### src/rtl/rv32i_pkg.sv
// Shared RV32I definitions: the canonical NOP encoding, the fetch FSM states
// and the {pc, instr} entry held in the prefetch buffer.
package rv32i_pkg;

    localparam logic [31:0] RV32I_NOP = 32'h0000_0013;

    typedef enum logic [1:0] {
        IDLE = 2'd0,
        REQ  = 2'd1,
        DROP = 2'd2
    } fetch_state_e;

    typedef struct packed {
        logic [31:0] pc;
        logic [31:0] instr;
    } fetch_entry_t;

endpackage

### src/rtl/fetch_unit_rv32i_if.sv
// Fetch-stage bundle: instruction-memory read port, execute redirect and the
// valid/ready handoff to decode. master = fetch unit, slave = its environment.
interface fetch_unit_rv32i_if;

    logic        imem_req;
    logic [31:0] imem_addr;
    logic        imem_ack;
    logic [31:0] imem_rdata;
    logic        redirect;
    logic [31:0] redirect_pc;
    logic        out_valid;
    logic        out_ready;
    logic [31:0] out_instr;
    logic [31:0] out_pc;

    modport master (
        output imem_req, imem_addr, out_valid, out_instr, out_pc,
        input  imem_ack, imem_rdata, redirect, redirect_pc, out_ready
    );

    modport slave (
        input  imem_req, imem_addr, out_valid, out_instr, out_pc,
        output imem_ack, imem_rdata, redirect, redirect_pc, out_ready
    );

endinterface

### src/rtl/fetch_fifo_rv32i.sv
// Prefetch buffer of {pc, instr} entries. Flush empties the buffer and wins
// over a push in the same cycle. Callers never push when full or pop when empty.
module fetch_fifo_rv32i
    import rv32i_pkg::*;
#(
    parameter int unsigned DEPTH = 2
) (
    input  logic                     clk_i,
    input  logic                     rst_i,
    input  logic                     flush_i,
    input  logic                     push_i,
    input  fetch_entry_t             data_i,
    input  logic                     pop_i,
    output fetch_entry_t             data_o,
    output logic [$clog2(DEPTH):0]   count_o
);

    localparam int unsigned AW = $clog2(DEPTH);
    localparam int unsigned CW = AW + 1;

    fetch_entry_t   mem_q [DEPTH];
    logic [AW-1:0]  wr_ptr_q;
    logic [AW-1:0]  rd_ptr_q;
    logic [CW-1:0]  count_q;

    always_ff @(posedge clk_i or posedge rst_i) begin
        if (rst_i) begin
            wr_ptr_q <= '0;
            rd_ptr_q <= '0;
            count_q  <= '0;
        end else if (flush_i) begin
            wr_ptr_q <= '0;
            rd_ptr_q <= '0;
            count_q  <= '0;
        end else begin
            if (push_i) wr_ptr_q <= wr_ptr_q + AW'(1);
            if (pop_i)  rd_ptr_q <= rd_ptr_q + AW'(1);
            count_q <= count_q + CW'(push_i) - CW'(pop_i);
        end
    end

    // Storage needs no reset; count gates every read.
    always_ff @(posedge clk_i) begin
        if (push_i && !flush_i) mem_q[wr_ptr_q] <= data_i;
    end

    assign data_o  = mem_q[rd_ptr_q];
    assign count_o = count_q;

endmodule

### src/rtl/fetch_unit_rv32i.sv
// RV32I instruction fetch: one outstanding word read, a prefetch buffer toward
// decode and redirect flushing. Define FETCH_BYPASS_EN to forward an ack
// straight to decode when the buffer is empty and decode is ready.
module fetch_unit_rv32i
    import rv32i_pkg::*;
#(
    parameter logic [31:0] RESET_PC = 32'h0000_0000,
    parameter int unsigned DEPTH    = 2
) (
    input logic                clock,
    input logic                reset,
    fetch_unit_rv32i_if.master fetch_if
);

    localparam int unsigned CW = $clog2(DEPTH) + 1;

    fetch_state_e   state_q;
    logic           req_q;
    logic [31:0]    req_addr_q;
    logic [31:0]    fetch_pc_q;

    fetch_entry_t   head;
    fetch_entry_t   push_entry;
    logic [CW-1:0]  fifo_count;
    logic [CW-1:0]  occ_after_pop;
    logic [31:0]    redirect_tgt;
    logic           fifo_empty;
    logic           ack_live;
    logic           bypass;
    logic           push;
    logic           pop;
    logic           space_idle;
    logic           space_req;

    assign redirect_tgt  = fetch_if.redirect_pc & ~32'h0000_0003;
    assign fifo_empty    = (fifo_count == '0);
    assign ack_live      = (state_q == REQ) && fetch_if.imem_ack && !fetch_if.redirect;
`ifdef FETCH_BYPASS_EN
    assign bypass        = ack_live && fifo_empty && fetch_if.out_ready;
`else
    assign bypass        = 1'b0;
`endif
    assign push          = ack_live && !bypass;
    assign pop           = !fifo_empty && fetch_if.out_ready;
    assign occ_after_pop = fifo_count - CW'(pop);
    assign space_idle    = occ_after_pop < CW'(DEPTH);
    assign space_req     = (occ_after_pop + CW'(push)) < CW'(DEPTH);
    assign push_entry    = '{pc: req_addr_q, instr: fetch_if.imem_rdata};

    fetch_fifo_rv32i #(.DEPTH(DEPTH)) u_fifo (
        .clk_i   (clock),
        .rst_i   (reset),
        .flush_i (fetch_if.redirect),
        .push_i  (push),
        .data_i  (push_entry),
        .pop_i   (pop),
        .data_o  (head),
        .count_o (fifo_count)
    );

    // Request FSM: a request, once issued, stays up until its ack.
    always_ff @(posedge clock or posedge reset) begin
        if (reset) begin
            state_q    <= IDLE;
            req_q      <= 1'b0;
            req_addr_q <= 32'h0;
            fetch_pc_q <= RESET_PC;
        end else begin
            case (state_q)
                IDLE: begin
                    if (fetch_if.redirect) begin
                        state_q    <= REQ;
                        req_q      <= 1'b1;
                        req_addr_q <= redirect_tgt;
                        fetch_pc_q <= redirect_tgt + 32'd4;
                    end else if (space_idle) begin
                        state_q    <= REQ;
                        req_q      <= 1'b1;
                        req_addr_q <= fetch_pc_q;
                        fetch_pc_q <= fetch_pc_q + 32'd4;
                    end
                end
                REQ: begin
                    if (fetch_if.redirect) begin
                        fetch_pc_q <= redirect_tgt;
                        if (fetch_if.imem_ack) begin
                            state_q <= IDLE;
                            req_q   <= 1'b0;
                        end else begin
                            state_q <= DROP;
                        end
                    end else if (fetch_if.imem_ack) begin
                        if (space_req) begin
                            req_addr_q <= fetch_pc_q;
                            fetch_pc_q <= fetch_pc_q + 32'd4;
                        end else begin
                            state_q <= IDLE;
                            req_q   <= 1'b0;
                        end
                    end
                end
                DROP: begin
                    if (fetch_if.redirect) fetch_pc_q <= redirect_tgt;
                    if (fetch_if.imem_ack) begin
                        state_q <= IDLE;
                        req_q   <= 1'b0;
                    end
                end
                default: begin
                    state_q <= IDLE;
                    req_q   <= 1'b0;
                end
            endcase
        end
    end

    assign fetch_if.imem_req  = req_q;
    assign fetch_if.imem_addr = req_addr_q;

    always_comb begin
        fetch_if.out_valid = !fifo_empty;
        fetch_if.out_instr = fifo_empty ? RV32I_NOP : head.instr;
        fetch_if.out_pc    = fifo_empty ? 32'h0 : head.pc;
        if (bypass) begin
            fetch_if.out_valid = 1'b1;
            fetch_if.out_instr = fetch_if.imem_rdata;
            fetch_if.out_pc    = req_addr_q;
        end
    end

endmodule

### src/flat_wrapper.sv
// flat-port wrapper written by rule: the top's interface ports become plain ports
module fetch_unit_rv32i_flat import rv32i_pkg::*;
#(
    parameter logic [31:0] RESET_PC = 32'h0000_0000,
    parameter int unsigned DEPTH    = 2
)
  (clock, reset, fetch_if_imem_req, fetch_if_imem_addr, fetch_if_out_valid, fetch_if_out_instr, fetch_if_out_pc, fetch_if_imem_ack, fetch_if_imem_rdata, fetch_if_redirect, fetch_if_redirect_pc, fetch_if_out_ready);
  fetch_unit_rv32i_if fetch_if_i ();
  input logic clock;
  input logic reset;
  output wire logic [$bits(fetch_if_i.imem_req)-1:0] fetch_if_imem_req;
  output wire logic [$bits(fetch_if_i.imem_addr)-1:0] fetch_if_imem_addr;
  output wire logic [$bits(fetch_if_i.out_valid)-1:0] fetch_if_out_valid;
  output wire logic [$bits(fetch_if_i.out_instr)-1:0] fetch_if_out_instr;
  output wire logic [$bits(fetch_if_i.out_pc)-1:0] fetch_if_out_pc;
  input wire logic [$bits(fetch_if_i.imem_ack)-1:0] fetch_if_imem_ack;
  input wire logic [$bits(fetch_if_i.imem_rdata)-1:0] fetch_if_imem_rdata;
  input wire logic [$bits(fetch_if_i.redirect)-1:0] fetch_if_redirect;
  input wire logic [$bits(fetch_if_i.redirect_pc)-1:0] fetch_if_redirect_pc;
  input wire logic [$bits(fetch_if_i.out_ready)-1:0] fetch_if_out_ready;
  assign fetch_if_imem_req = fetch_if_i.imem_req;
  assign fetch_if_imem_addr = fetch_if_i.imem_addr;
  assign fetch_if_out_valid = fetch_if_i.out_valid;
  assign fetch_if_out_instr = fetch_if_i.out_instr;
  assign fetch_if_out_pc = fetch_if_i.out_pc;
  assign fetch_if_i.imem_ack = fetch_if_imem_ack;
  assign fetch_if_i.imem_rdata = fetch_if_imem_rdata;
  assign fetch_if_i.redirect = fetch_if_redirect;
  assign fetch_if_i.redirect_pc = fetch_if_redirect_pc;
  assign fetch_if_i.out_ready = fetch_if_out_ready;
  fetch_unit_rv32i #(.RESET_PC(RESET_PC), .DEPTH(DEPTH)) u_core (.clock(clock), .reset(reset), .fetch_if(fetch_if_i));
endmodule
### config.mk
export PLATFORM = sky130hd
export DESIGN_NAME = fetch_unit_rv32i_flat
export DESIGN_NICKNAME = d
export VERILOG_FILES = /design/src/rtl/rv32i_pkg.sv /design/src/rtl/fetch_unit_rv32i_if.sv /design/src/rtl/fetch_fifo_rv32i.sv /design/src/rtl/fetch_unit_rv32i.sv /design/src/flat_wrapper.sv
export SDC_FILE = /design/constraint.sdc
export NUM_CORES = 1
export LEC_CHECK = 0
export BUFFER_PORTS_ARGS = -buffer_cell sky130_fd_sc_hd__buf_2
export CAP_MARGIN = 10
export CORE_MARGIN = 2
export CORE_UTILIZATION = 46
export CTS_BUF_LIST = sky130_fd_sc_hd__clkbuf_8
export CTS_CLUSTER_SIZE = 10
export DETAILED_ROUTE_END_ITERATION = 16
export HOLD_SLACK_MARGIN = 0.02
export PLACE_DENSITY = 0.66
export SETUP_SLACK_MARGIN = 0.15
export SKIP_CTS_REPAIR_TIMING = 1
export SLEW_MARGIN = 20
export SYNTH_ARGS = -nofsm -noshare
export SYNTH_HDL_FRONTEND = slang
export SYNTH_SLANG_ARGS = --single-unit
### constraint.sdc
create_clock -name clock -period 8.4 [get_ports clock]
set_input_delay 0.84 -clock clock [delete_from_list [all_inputs] [get_ports clock]]
set_output_delay 0.84 -clock clock [all_outputs]
set_load 0.05 [all_outputs]
==> flow_metrics.py, run 1 <==
metrics = {
    "timing": {
        "max_freq_mhz": 297,
        "slew_viol_final": 0,
        "worstMarginPinSlew_ns": 0.970,
        "finalSetupViolCount": 0,
        "setup_tns_ns": 0,
        "hold_viol": 0,
        "period_needed_ns": 3.36,
        "finalCritPeriodShare": 0.401,
        "relSlewSlack": 0.350,
        "rsz0062_at_grt": "false",
        "skew_ns": 0.0134,
    },
    "floorplan": {
        "ios": 167,
        "die_height_um": 151,
        "rows": 53,
        "die_w_um": 151,
        "coreArea_um2": 21200,
        "die_area_um2": 22900,
        "initial_core_util": 0.472,
    },
    "clock_network": {
        "cts_made_buffers": 17,
        "path_clk_slew_ns": 0.11,
        "root_buffer": "clkbuf_8",
        "cts_buffer_depth": 2,
        "htreeDepth": 4,
        "cts.sinks": 194,
        "clkLatencyLatePin_ns": 0.47,
        "cts_tree": "built",
    },
    "route": {
        "routed_via_density": 5.74,
        "wl_per_cell_um": 18.5,
        "antenna_left": 0,
        "dr_total_vias": 7617,
        "drcViolationCount": 0,
        "drtIter0Drc": 599,
        "wirelength_um": 24600,
        "drtPass1Iterations": 5,
    },
    "grt": {
        "grt_first_pass_wirelength_um": 38000,
        "grt_pass1_vias": 6975,
        "antenna_found_initial": 0,
        "grt_max_degree": 69,
        "overflow": 0,
        "gr-usage-all-layers": 0.215,
    },
    "layout": {
        "final_cells": 1327,
        "drive_gt1_frac": 0.233,
        "area_growth_pct": 14.0,
        "diodes": 0,
        "filler_cell_count": 1901,
        "final_common_cell": "buf_2",
        "most-common-layout-cells": "164 x buf_2, 126 x edfxtp_1, 121 x nor2_1",
        "nNetsFinal": 1118,
    },
    "placement": {
        "dp.cells": 1294,
        "hpwl_um": 16500,
        "gp_congestion": 0.930,
        "portBuffers": 164,
    },
    "run": {
        "maxCapViolations": 0,
    },
    "status": {
        "status": "complete, no violations",
    },
    "critical_path": {
        "crit_required_ns": 8.80,
        "endpoint_kind": "register",
        "crit_fanout": 33,
        "startpoint_type": "register",
        "criticalPathCategory": "register to register",
        "cp.arrival_ns": 3.76,
    },
    "yosys": {
        "postSynthAreaPerCell_um2": 11.0,
        "syn_inst": 909,
        "synth_edf_count": 126,
        "synth_cell_types": 85,
        "syn_area_um2": 9980,
        "ys_warn_count": 0,
        "async_flop_share": 0.351,
        "ys_ff_latch": 194,
        "synth_nets": 988,
        "synth_top_flop_cell": "edfxtp_1",
        "yosysSeqAreaShare": 0.550,
    },
    "worst_hold_path": {
        "hold_path_class": "register to register",
    },
    "power": {
        "finalPower_mw": 4.45,
        "max-vdd-ir-drop_uv": 142,
        "p_per_area_nw_per_um2": 392,
        "p_leak_nw": 4.39,
    },
}
[routing by layer]
layer | part of all wire | global-route usage | vias to the layer above | wire [µm]
met3 | 0.082 | 0.0503 | 22 | 2020
met2 | 0.46 | 0.334 | 325 | 11200
li1 | - | - | 3614 | -
met5 | 0 | 0 | - | 0
met1 | 0.45 | 0.304 | 3656 | 11000
met4 | 0.012 | 0.0579 | 0 | 300
[final cells by class]
| class | instances | area, µm² | area share |
|---|---|---|---|
| clock inverter | 15 | 165 | 0.0145 |
| clock buffer | 17 | 234 | 0.0206 |
| multi-input combinational | 638 | 4170 | 0.367 |
| timing repair buffer | 173 | 908 | 0.0799 |
| inverter | 15 | 58.8 | 0.00517 |
| sequential | 194 | 5490 | 0.483 |
| tap | 275 | 344 | 0.0303 |
[sequential cells by signal (all words and copies together), names as in the netlist]
signal,flops
u_core.state_q,2
u_core.fetch_if.imem_addr,31
u_core.u_fifo.rd_ptr_q,1
u_core.u_fifo.wr_ptr_q,1
u_core.fetch_pc_q,30
u_core.u_fifo.mem_q,126
u_core.u_fifo.count_o,2
u_core.fetch_if.imem_req,1
[path summary, 6_finish.rpt]
| path | startpoint | to | slack [ns] | cells after the start |
|---|---|---|---|---|
| max in group asynchronous | reset | u_core.u_fifo.rd_ptr_q$_DFFE_PP0P_ | 7.03 | 3 |
| max | u_core.state_q[1]$_DFFE_PP0P_ | u_core.fetch_pc_q[18]$_DFFE_PP0P_ | 5.04 | 7 |
| min in group asynchronous | reset | u_core.fetch_pc_q[2]$_DFFE_PP0P_ | 0.60 | 3 |
| max reg2reg | u_core.state_q[1]$_DFFE_PP0P_ | u_core.fetch_pc_q[18]$_DFFE_PP0P_ | 5.04 | 7 |
| min | u_core.fetch_if.imem_addr[13]$_DFFE_PP0P_ | u_core.u_fifo.mem_q[1][45]$_DFFE_PP_ | 0.50 | 0 |
| min reg2reg | u_core.fetch_if.imem_addr[13]$_DFFE_PP0P_ | u_core.u_fifo.mem_q[1][45]$_DFFE_PP_ | 0.50 | 0 |
[logic make-up after synthesis]
group / count (synthesis) / share of synthesized area
xor gates and xnor gates: 27 / 0.0237
buffers and inverters: 77 / 0.0359
DFF: 194 / 0.550
adders and majority gates: 10 / 0.0125
and+or+nand+nor: 325 / 0.168
AOI/OAI and AO/OA: 178 / 0.112
muxes: 98 / 0.0984
[worst max-delay path, stage by stage, from the launching register on]
cell and delay, ns:
dfrtp_1 0.44, inv_1 0.14, ha_1 0.55, nand2_1 0.61
nor4_4 0.56, or2_2 0.61, o21ai_0 0.19, a32oi_1 0.17
[report_power, final]
group	switching (mW)	internal, mW
Sequential	0.257	1.28
Combinational	1.65	0.670
Clock	0.372	0.225
Total	2.27	2.18
[synth_stat cells (16+ instances only)]
| cell | instances | area (µm²) |
|---|---|---|
| edfxtp_1 | 126 | 3780 |
| mux2i_1 | 97 | 971 |
| nand2_1 | 62 | 233 |
| o21ai_0 | 52 | 260 |
| nor2_1 | 124 | 465 |
| nand3_1 | 24 | 120 |
| xnor2_1 | 16 | 140 |
| clkbuf_1 | 32 | 120 |
| dfrtp_1 | 68 | 1700 |
| nor3_1 | 17 | 85.1 |
| a21oi_1 | 55 | 275 |
[per-stage QoR]
stage	utilization	setup WS [ns]	hold WS [ns]	cell area, µm²
after detailed placement	0.517	4.39	0.477	10900
after global placement	0.517	4.42	0.470	10900
after floorplan	-	4.02	0.516	9980
after global routing	0.538	4.72	0.517	11400
final	0.538	5.04	0.499	11400
after CTS	0.536	4.62	0.499	11300
Power figures use the tool's default switching activity.
==> run 2, diff against run 1 <==
--- a/config.mk
+++ b/config.mk
@@ -13,7 +13,7 @@
 export CTS_CLUSTER_SIZE = 10
 export DETAILED_ROUTE_END_ITERATION = 16
 export HOLD_SLACK_MARGIN = 0.02
-export PLACE_DENSITY = 0.66
+export PLACE_DENSITY = 0.69
 export SETUP_SLACK_MARGIN = 0.15
 export SKIP_CTS_REPAIR_TIMING = 1
 export SLEW_MARGIN = 20
==> constraint.sdc (replaced) <==
create_clock -name clock -period 3 [get_ports clock]
set_input_delay 0.3 -clock clock [delete_from_list [all_inputs] [get_ports clock]]
set_output_delay 0.3 -clock clock [all_outputs]
set_load 0.05 [all_outputs]
==> run 2 against run 1 <==
Against the previous run:
- die area is the same
- non-clock buffer count grew 54
- sequential share of layout area shrank 2.2 points
==> flow_metrics.py, run 2 (synthesis results as in run 1) <==
metrics = {
    "power": {
        "p_leak_nw": 4.66,
        "max-vdd-ir-drop_uv": 446,
        "p_clk_frac": 0.139,
        "internal-power_mw": 6.44,
        "p_sw_frac": 0.499,
        "seq_power_share": 0.336,
        "p_sw_mw": 6.42,
        "finalPower_mw": 12.9,
        "p_per_area_nw_per_um2": 1080,
        "power.share.combinational": 0.525,
    },
    "clock_network": {
        "cts.sinks": 194,
        "path_clk_slew_ns": 0.10,
        "clkLatencyLatePin_ns": 0.47,
        "cts_tree": "built",
        "cts_made_buffers": 17,
        "htreeDepth": 4,
        "root_buffer": "clkbuf_8",
        "cts_buffer_depth": 2,
    },
    "worst_hold_path": {
        "hold_path_class": "input port to register",
        "min_from": "fetch_if_redirect",
        "hold_depth": 2,
        "min_to": "u_core.u_fifo.rd_ptr_q$_DFFE_PP0P_",
    },
    "timing": {
        "rsz0062_at_grt": "false",
        "max_freq_mhz": 403,
        "period_needed_ns": 2.48,
        "relSlewSlack": 0.606,
        "setup_tns_ns": 0,
        "hold_viol": 0,
        "finalSetupViolCount": 0,
        "finalCritPeriodShare": 0.828,
        "slew_viol_final": 0,
        "skew_ns": 0.0155,
        "worstMarginPinSlew_ns": 0.590,
        "layout_setup_ws_ns": 0.516,
    },
    "grt": {
        "gr-usage-all-layers": 0.221,
        "grt_max_degree": 64,
        "antenna_found_initial": 0,
        "grt_first_pass_wirelength_um": 39000,
        "grt_pass1_vias": 7255,
        "overflow": 0,
    },
    "critical_path": {
        "crit_chain": "inv_1, ha_1, buf_4, and2_1, o21ai_0, o311ai_0, a22o_1",
        "reg2reg_depth": 7,
        "critical_path_buf_inv_count": 2,
        "crit_fanout": 18,
        "max_stage_delay_ns": 0.56,
        "crit_required_ns": 3.39,
        "endpoint_kind": "register",
        "path_delay_family": "adder cells",
        "r2r_end": "u_core.fetch_pc_q[10]$_DFFE_PP0P_",
        "path_depth": 7,
        "criticalPathCategory": "register to register",
        "startpoint_type": "register",
        "slowest_stage": "ha_1",
        "cp.arrival_ns": 2.88,
        "regToRegSetupSlack_ns": 0.52,
        "r2r-start": "u_core.state_q[0]$_DFFE_PP0P_",
    },
    "floorplan": {
        "coreArea_um2": 21200,
        "initial_core_util": 0.472,
        "die_area_um2": 22900,
        "ios": 167,
        "die_w_um": 151,
        "rows": 53,
        "die_height_um": 151,
    },
    "route": {
        "dr_total_vias": 7746,
        "antenna_left": 0,
        "drcViolationCount": 0,
        "drtIter0Drc": 549,
        "drtPass1Iterations": 4,
        "routed_via_density": 5.61,
        "wirelength_um": 25300,
        "wl_per_cell_um": 18.3,
    },
    "run": {
        "maxCapViolations": 0,
    },
    "placement": {
        "hpwl_um": 17700,
        "gp_congestion": 0.958,
        "post_dp_cell_area_um2": 11200,
        "dp_slack_ns": 0.569,
        "portBuffers": 164,
    },
    "layout": {
        "largest_register_ffs": 126,
        "filler_cell_count": 1839,
        "final_common_cell": "buf_2",
        "drive_gt1_frac": 0.239,
        "most-common-layout-cells": "164 x buf_2, 126 x edfxtp_1, 121 x nor2_1",
        "nNetsFinal": 1172,
        "final_util": 0.563,
        "diodes": 0,
        "top_register": "u_core.u_fifo.mem_q",
        "area_growth_pct": 19.4,
        "finalInstanceArea_um2": 11900,
    },
    "status": {
        "status": "complete, no violations",
    },
}
[run 2: cell types whose count changed in the layout (fill, tap and decap cells not counted), moves of 2 or more]
cell and change:
dlygate4sd3_1 +33, buf_4 +18, buf_12 +4, bufinv_16 +2, clkinv_8 -2
[run 2: worst reg2reg max path: stages, from the launching register on]
cell	delay, ns
dfrtp_1	0.44
inv_1	0.11
ha_1	0.56
buf_4	0.32
and2_1	0.48
o21ai_0	0.20
o311ai_0	0.13
a22o_1	0.18
[run 2: layout make-up]
cell class	instances	area [µm²]	area share
inverter	15	58.8	0.00494
timing repair buffer	227	1430	0.120
clock inverter	15	193	0.0162
clock buffer	17	234	0.0196
sequential	194	5490	0.461
tap	275	344	0.0289
multi-input combinational	638	4170	0.350
[run 2: power groups by stage]
stage	logic (mW)	clock network (mW)	registers, mW
2_1_floorplan	4.49	0	4.78
3_3_place_gp	6.62	0	4.33
3_5_place_dp	6.70	0	4.37
4_1_cts	6.73	1.84	4.31
5_1_grt	7.29	1.95	4.41
6_report	6.76	1.79	4.32
[run 2: worst max-delay path by stage]
stage,slack (ns),from,to
2_1_floorplan,0.53,u_core.state_q[1]$_DFFE_PP0P_,u_core.u_fifo.mem_q[0][0]$_DFFE_PP_
3_3_place_gp,0.59,u_core.state_q[0]$_DFFE_PP0P_,u_core.fetch_pc_q[8]$_DFFE_PP0P_
3_5_place_dp,0.57,u_core.state_q[0]$_DFFE_PP0P_,u_core.fetch_pc_q[8]$_DFFE_PP0P_
4_1_cts,0.57,u_core.state_q[0]$_DFFE_PP0P_,u_core.fetch_pc_q[8]$_DFFE_PP0P_
5_1_grt,0.26,u_core.state_q[1]$_DFFE_PP0P_,u_core.fetch_pc_q[8]$_DFFE_PP0P_
6_report,0.52,u_core.state_q[0]$_DFFE_PP0P_,u_core.fetch_pc_q[10]$_DFFE_PP0P_
[run 2: stage by stage]
stage          hold slack, ns  instances
2_1_floorplan           0.399        909
3_3_place_gp            0.408       1316
3_5_place_dp            0.406       1316
4_1_cts                -0.109       1348
5_1_grt                 0.161       1381
6_report                0.158       1381
[run 2: metal layers]
layer / track usage / up-vias / wire [µm]
met1: 0.307 / 3721 / 11200
met2: 0.350 / 285 / 12000
li1: - / 3705 / -
met5: 0 / - / 0
met3: 0.0446 / 35 / 1730
met4: 0.0664 / 0 / 439
